[src/rtl/roach_dram_read.sv]
// roach_dram_read
//   Issues a programmed run of 288-bit DRAM read commands at consecutive
//   addresses, buffers the returned beats in a small FIFO and unpacks each
//   beat into CYCLES words of DOUT_WIDTH bits (LSB word first) on a
//   valid/ready stream.
// Ports:
//   clk, rst                  clock, asynchronous active-low reset
//   start/start_addr/n_reads  run launch (ignored while busy)
//   busy, done, tag_error     run status; tag_error is sticky
//   dram_*/wr_be/rwn/cmd_*    DRAM command interface (read-only use)
//   rd_data/rd_tag/rd_valid   DRAM read return, in order
//   dout/dout_valid/dout_ready/dout_last  unpacked word stream
module roach_dram_read #(
    parameter int DOUT_WIDTH = 32,
    parameter int DRAM_ADDR  = 25,
    parameter int FIFO_DEPTH = 8,
    parameter int CYCLES     = 288 / DOUT_WIDTH
) (
    input  logic                  clk,
    input  logic                  rst,
    input  logic                  start,
    input  logic [DRAM_ADDR-1:0]  start_addr,
    input  logic [DRAM_ADDR-1:0]  n_reads,
    output logic                  busy,
    output logic                  done,
    output logic                  tag_error,
    output logic                  dram_rst,
    output logic [DRAM_ADDR-1:0]  dram_addr,
    output logic [287:0]          dram_data,
    output logic [35:0]           wr_be,
    output logic                  rwn,
    output logic [31:0]           cmd_tag,
    output logic                  cmd_valid,
    input  logic                  cmd_ack,
    input  logic [287:0]          rd_data,
    input  logic [31:0]           rd_tag,
    input  logic                  rd_valid,
    output logic [DOUT_WIDTH-1:0] dout,
    output logic                  dout_valid,
    input  logic                  dout_ready,
    output logic                  dout_last
);
    localparam int PW = $clog2(FIFO_DEPTH);
    localparam int CW = PW + 1;
    localparam int WW = (CYCLES > 1) ? $clog2(CYCLES) : 1;
    localparam logic [WW-1:0]        LAST_W  = WW'(CYCLES - 1);
    localparam logic [CW-1:0]        DEPTH_C = CW'(FIFO_DEPTH);
    localparam logic [DRAM_ADDR-1:0] ONE_A   = DRAM_ADDR'(1);

    typedef enum logic [1:0] {IDLE, ISSUE, DRAIN} state_t;

    state_t               state_q, state_d;
    logic [DRAM_ADDR-1:0] dram_addr_q, dram_addr_d;
    logic [DRAM_ADDR-1:0] issued_q, issued_d;     // accepted commands == next cmd_tag
    logic [DRAM_ADDR-1:0] n_reads_q, n_reads_d;
    logic [DRAM_ADDR-1:0] ret_idx_q, ret_idx_d;   // expected tag of next return
    logic [DRAM_ADDR-1:0] beats_q, beats_d;       // beats fully consumed
    logic [CW-1:0]        credits_q, credits_d;
    logic [CW-1:0]        count_q, count_d;
    logic [PW-1:0]        wr_ptr_q, wr_ptr_d, rd_ptr_q, rd_ptr_d;
    logic [WW-1:0]        widx_q, widx_d;
    logic                 cmd_valid_q, cmd_valid_d;
    logic                 tag_error_q, tag_error_d;
    logic                 done_q, done_d;
    logic [287:0]         mem_q [FIFO_DEPTH];
    logic [287:0]         head;

    logic launch, accept, rd_take, push, beat_end, last_fire;

    assign dram_rst  = 1'b0;
    assign dram_data = '0;
    assign wr_be     = '0;
    assign rwn       = 1'b1;
    assign dram_addr = dram_addr_q;
    assign cmd_tag   = 32'(issued_q);
    assign cmd_valid = cmd_valid_q;
    assign tag_error = tag_error_q;
    assign done      = done_q;
    assign head      = mem_q[rd_ptr_q];

    assign launch    = (state_q == IDLE) && start && (n_reads != '0);
    assign accept    = cmd_valid_q && cmd_ack;
    // Returns arriving while idle are stale (e.g. in flight across a reset).
    assign rd_take   = rd_valid && (state_q != IDLE);
    assign push      = rd_take && (count_q != DEPTH_C);
    assign beat_end  = dout_valid && dout_ready && (widx_q == LAST_W);
    assign last_fire = dout_last && dout_ready;

    // State register
    always_ff @(posedge clk or negedge rst) begin
        if (!rst) state_q <= IDLE;
        else      state_q <= state_d;
    end

    // Next-state logic
    always_comb begin
        state_d = state_q;
        case (state_q)
            IDLE:    if (launch) state_d = ISSUE;
            ISSUE: begin
                if (last_fire) state_d = IDLE;
                else if (accept && (issued_q + ONE_A == n_reads_q)) state_d = DRAIN;
            end
            DRAIN:   if (last_fire) state_d = IDLE;
            default: state_d = IDLE;
        endcase
    end

    // Output logic: the stream is driven straight from the FIFO head so a
    // beat written on one edge is visible the very next cycle.
    always_comb begin
        busy       = (state_q != IDLE);
        dout_valid = busy && (count_q != '0);
        dout_last  = dout_valid && (widx_q == LAST_W) && (beats_q == n_reads_q - ONE_A);
        dout       = dout_valid ? head[int'(widx_q) * DOUT_WIDTH +: DOUT_WIDTH] : '0;
    end

    // Datapath next values
    always_comb begin
        dram_addr_d = dram_addr_q;
        issued_d    = issued_q;
        n_reads_d   = n_reads_q;
        ret_idx_d   = ret_idx_q;
        beats_d     = beats_q;
        credits_d   = credits_q;
        count_d     = count_q;
        wr_ptr_d    = wr_ptr_q;
        rd_ptr_d    = rd_ptr_q;
        widx_d      = widx_q;
        tag_error_d = tag_error_q;
        done_d      = last_fire || ((state_q == IDLE) && start && (n_reads == '0));
        if (launch) begin
            dram_addr_d = start_addr;
            issued_d    = '0;
            n_reads_d   = n_reads;
            ret_idx_d   = '0;
            beats_d     = '0;
            credits_d   = '0;
            count_d     = '0;
            wr_ptr_d    = '0;
            rd_ptr_d    = '0;
            widx_d      = '0;
            tag_error_d = 1'b0;
        end else begin
            if (accept) begin
                dram_addr_d = dram_addr_q + ONE_A;
                issued_d    = issued_q + ONE_A;
            end
            // A credit is held from command accept until its beat is consumed.
            credits_d = credits_q + CW'(accept) - CW'(beat_end);
            count_d   = count_q + CW'(push) - CW'(beat_end);
            if (rd_take) begin
                ret_idx_d = ret_idx_q + ONE_A;
                if (!push || (rd_tag != 32'(ret_idx_q))) tag_error_d = 1'b1;
            end
            if (push) wr_ptr_d = wr_ptr_q + PW'(1);
            if (dout_valid && dout_ready) widx_d = (widx_q == LAST_W) ? '0 : widx_q + WW'(1);
            if (beat_end) begin
                rd_ptr_d = rd_ptr_q + PW'(1);
                beats_d  = beats_q + ONE_A;
            end
        end
        cmd_valid_d = (state_d == ISSUE) && (issued_d < n_reads_d) && (credits_d < DEPTH_C);
    end

    always_ff @(posedge clk or negedge rst) begin
        if (!rst) begin
            dram_addr_q <= '0;
            issued_q    <= '0;
            n_reads_q   <= '0;
            ret_idx_q   <= '0;
            beats_q     <= '0;
            credits_q   <= '0;
            count_q     <= '0;
            wr_ptr_q    <= '0;
            rd_ptr_q    <= '0;
            widx_q      <= '0;
            cmd_valid_q <= 1'b0;
            tag_error_q <= 1'b0;
            done_q      <= 1'b0;
        end else begin
            dram_addr_q <= dram_addr_d;
            issued_q    <= issued_d;
            n_reads_q   <= n_reads_d;
            ret_idx_q   <= ret_idx_d;
            beats_q     <= beats_d;
            credits_q   <= credits_d;
            count_q     <= count_d;
            wr_ptr_q    <= wr_ptr_d;
            rd_ptr_q    <= rd_ptr_d;
            widx_q      <= widx_d;
            cmd_valid_q <= cmd_valid_d;
            tag_error_q <= tag_error_d;
            done_q      <= done_d;
        end
    end

    // Beat storage needs no reset; occupancy is tracked by count_q.
    always_ff @(posedge clk) begin
        if (push) mem_q[wr_ptr_q] <= rd_data;
    end
endmodule

[config.mk]
export PLATFORM = sky130hd
export DESIGN_NAME = roach_dram_read
export DESIGN_NICKNAME = d
export VERILOG_FILES = /design/src/rtl/roach_dram_read.sv
export SDC_FILE = /design/constraint.sdc
export NUM_CORES = 2
export LEC_CHECK = 0
export ABC_AREA = 1
export CAP_MARGIN = 20
export CORE_ASPECT_RATIO = 1.75
export CORE_MARGIN = 1.5
export CORE_UTILIZATION = 40
export CTS_CLUSTER_SIZE = 40
export DETAILED_ROUTE_END_ITERATION = 8
export PLACE_DENSITY = 0.59
export SLEW_MARGIN = 20
export SYNTH_ARGS = -nofsm -noshare
export SYNTH_HDL_FRONTEND = slang
export SYNTH_SLANG_ARGS = --single-unit
export TNS_END_PERCENT = 10
[constraint.sdc]
create_clock -name clk -period 17.4 [get_ports clk]
set_clock_uncertainty 0.1 [all_clocks]
set_input_delay 3.48 -clock clk [delete_from_list [all_inputs] [get_ports clk]]
set_output_delay 3.48 -clock clk [all_outputs]
set_load 0.1 [all_outputs]
==> impl_metrics.csv <==
group,metric,value,unit
clocking,htreeDepth,4,
synthesis,synth_edf_count,2304,
finish,area_growth,13.72,%
finish,n_fill_cell,22700,
power,p_total,19650,µW
routing,drc,0,
synthesis,yosys-top-cells-count,"2304 x edfxtp_1, 1412 x nor2_1, 1324 x o21ai_0, 706 x nand2_1, 387 x o22ai_1",
placed_design,hpwl,185300,µm
synthesis,yosysSeqAreaShare,71.05,%
routing,first_pass_iters,6,
critical_path,critPathRequiredTime,13820,ps
synthesis,synth_ff_type,"edfxtp_1",
global_route,grt_pass1_vias,67670,
clocking,clock_path_buffers,4,
synthesis,yosysMostFrequentCell,"edfxtp_1",
sta,fin_crit,11180,ps
sta,fin_setup_tns,0,ps
floorplanning,dieArea,259600,µm²
global_route,grt_max_degree,213,
sta,tightest_slew,1283,ps
critical_path,start_kind,"register",
synthesis,synth_seq_cells,2452,
finish,drive_above_1_share,5.665,%
critical_path,path_class,"reg -> out",
synthesis,syn_inst,8403,
synthesis,ys_warn_count,0,
global_route,grtUsageTotal,23.67,%
power,pwr_density_cell,168.5,nW/µm²
floorplanning,die_h,672.9,µm
run,drv_cap,0,
clocking,clk_latency,910,ps
clocking,cts_hold_buf,0,
status,status,"finished, final reports clean",
sta,max_slew_margin,14.45,%
clocking,path_clk_slew,70,ps
routing,routed_wl,317000,µm
finish,finalNetCount,9108,
sta,hold_viol_final,0,
placed_design,portBuffers,463,
clocking,cts_tree,"yes",
critical_path,end_kind,"output pin",
synthesis,synth_area_leader_cell,"edfxtp_1",
sta,min_period_over_period,64.27,%
synthesis,synth.cell_area,102600,µm²
floorplanning,initial_core_util,40.27,%
critical_path,crit_arrival,7600,ps
global_route,grt_pass1_wl,453800,µm
clocking,cts_resized,0,
routing,ant_nets,0,
routing,wl_per_cell,25.88,µm
floorplanning,fp-row-count,245,
critical_path,path_max_fanout,212,
clocking,clock-root-buffer,"clkbuf_16",
global_route,grt_antenna_before_repair,130,
global_route,gr-total-overflow,0,
floorplanning,core,254700,µm²
synthesis,yosys-top-cells-area,"edfxtp_1 67%, o21ai_0 6.5%, nor2_1 5.2%, dfrtp_1 3.6%, nand2_1 2.6%",
sta,rsz0062_at_grt,"false",
hold_path,hp-class,"reg -> reg",
routing,dr_total_vias,69490,
sta,setup_viol,0,
synthesis,async_reset_ff_share,6.036,%
sta,setup_ws,6217,ps
sta,max_freq,89.42,MHz
floorplanning,boundaryPins,797,
clocking,post_cts_buffers,0,
synthesis,synth_cell_types,60,
power,p_leak,0.03938,µW
sta,slew_viol_final,0,
floorplanning,die_w,385.8,µm
placed_design,dp_slack,7050,ps
routing,drt-initial-drc-count,6178,
synthesis,syn_avg_cell_area,12.21,µm²
clocking,cts_sinks,2452,
power,ir_worst_vdd,0.2066,mV
clocking,cts_buffers,226,
synthesis,synth.top_cell.area_share,67.44,%
placed_design,globalplace.congestion,0.9351,
routing,vias_per_cell,5.673,
## final timing paths
path / start / to / slack, ps / depth (start not counted)
max: rd_ptr_q[0] / dout[11] / 6220 / 13
min: tag_error / tag_error / 430 / 2
max reg2reg: state_q[1] / mem_q[7][154] / 11810 / 10
min reg2reg: tag_error / tag_error / 430 / 2
max in group asynchronous: rst / ret_idx_q[5] / 13180 / 2
min in group asynchronous: rst / done / 2570 / 1
## registers in the layout, indices dropped and copies added (netlist names)
| signal | count |
|---|---|
| issued_q | 25 |
| cmd_valid | 1 |
| dram_addr | 25 |
| wr_ptr_q | 3 |
| rd_ptr_q | 3 |
| credits_q | 4 |
| count_q | 4 |
| mem_q | 2304 |
| tag_error | 1 |
| beats_q | 25 |
| state_q | 2 |
| n_reads_q | 25 |
| done | 1 |
| ret_idx_q | 25 |
| widx_q | 4 |
## final cells by class
cell class                      instances  area [µm²]  share of cell area (%)
Antenna cell                           54       135.1                  0.1158
Clock buffer                          263        5816                   4.985
Multi-Input combinational cell       5207       25540                   21.90
Inverter                              223       868.3                  0.7443
Timing Repair Buffer                  577        5692                   4.879
Tap cell                             3334        4172                   3.576
Clock inverter                        140        1521                   1.304
Sequential cell                      2452       72910                   62.50
## stage by stage
| stage | instances | cell area (µm²) | util [%] | hold WS [ps] |
|---|---|---|---|---|
| global placement | 11790 | 109200 | 42.86 | 407.9 |
| CTS | 12200 | 116500 | 45.74 | 430.9 |
| detailed placement | 11790 | 109200 | 42.86 | 420.2 |
| global route | 12210 | 116600 | 45.76 | 449.9 |
| floorplan | 8734 | 103800 | - | 373.4 |
| finish | 12250 | 116700 | 45.80 | 425.2 |
## placed cells by master, fill, tap and decap left out, types with 133 or more instances in the layout
master,synthesis,layout
a21oi_1,133,133
clkbuf_16,0,227
clkdlybuf4s50_1,0,462
conb_1,2,333
dfrtp_1,148,142
edfxtp_1,2304,2304
inv_1,211,210
nand2_1,706,705
nand3_1,334,334
nor2_1,1412,1402
o21ai_0,1324,1324
o221ai_1,201,201
o22ai_1,387,387
## layer usage
layer  track usage [%]  vias up  routed length [µm]
met1             28.57    35040              119500
met2             40.06     2949              155100
met4             10.59       80               14810
li1                  -    30690                   -
met3             5.464      735               27040
met5                 0        -                 545
## where the power goes
group,switching [µW],internal (µW),leakage [µW]
Clock,2210,2820,0.00354
Sequential,365,7260,0.0228
Combinational,5390,1610,0.0131
Total,7960,11700,0.0394
## cells by family after synthesis
kind of cell	count (synthesis)	synth area share [%]
AO/OA/AOI/OAI	2172	12.12
XOR/XNOR	81	0.7196
adder cells (fa/ha/maj)	45	0.5635
buffers and inverters	1075	5.342
flip-flops	2452	71.05
multiplexers	1	0.009757
other	2	0.007321
AND/OR/NAND/NOR	2575	10.19
## worst max-delay path: stages, from the launching register on
cell and delay, ps:
dfrtp_4 830, inv_8 770, buf_12 640, buf_4 730, o21ai_0 170, o22ai_1 180
nor2_1 60, nor2_1 160, o21ai_0 180, a21oi_1 560, o21ai_0 350, buf_4 270
a21oi_1 380, clkdlybuf4s50_1 1220
Power figures use the tool's default switching activity.
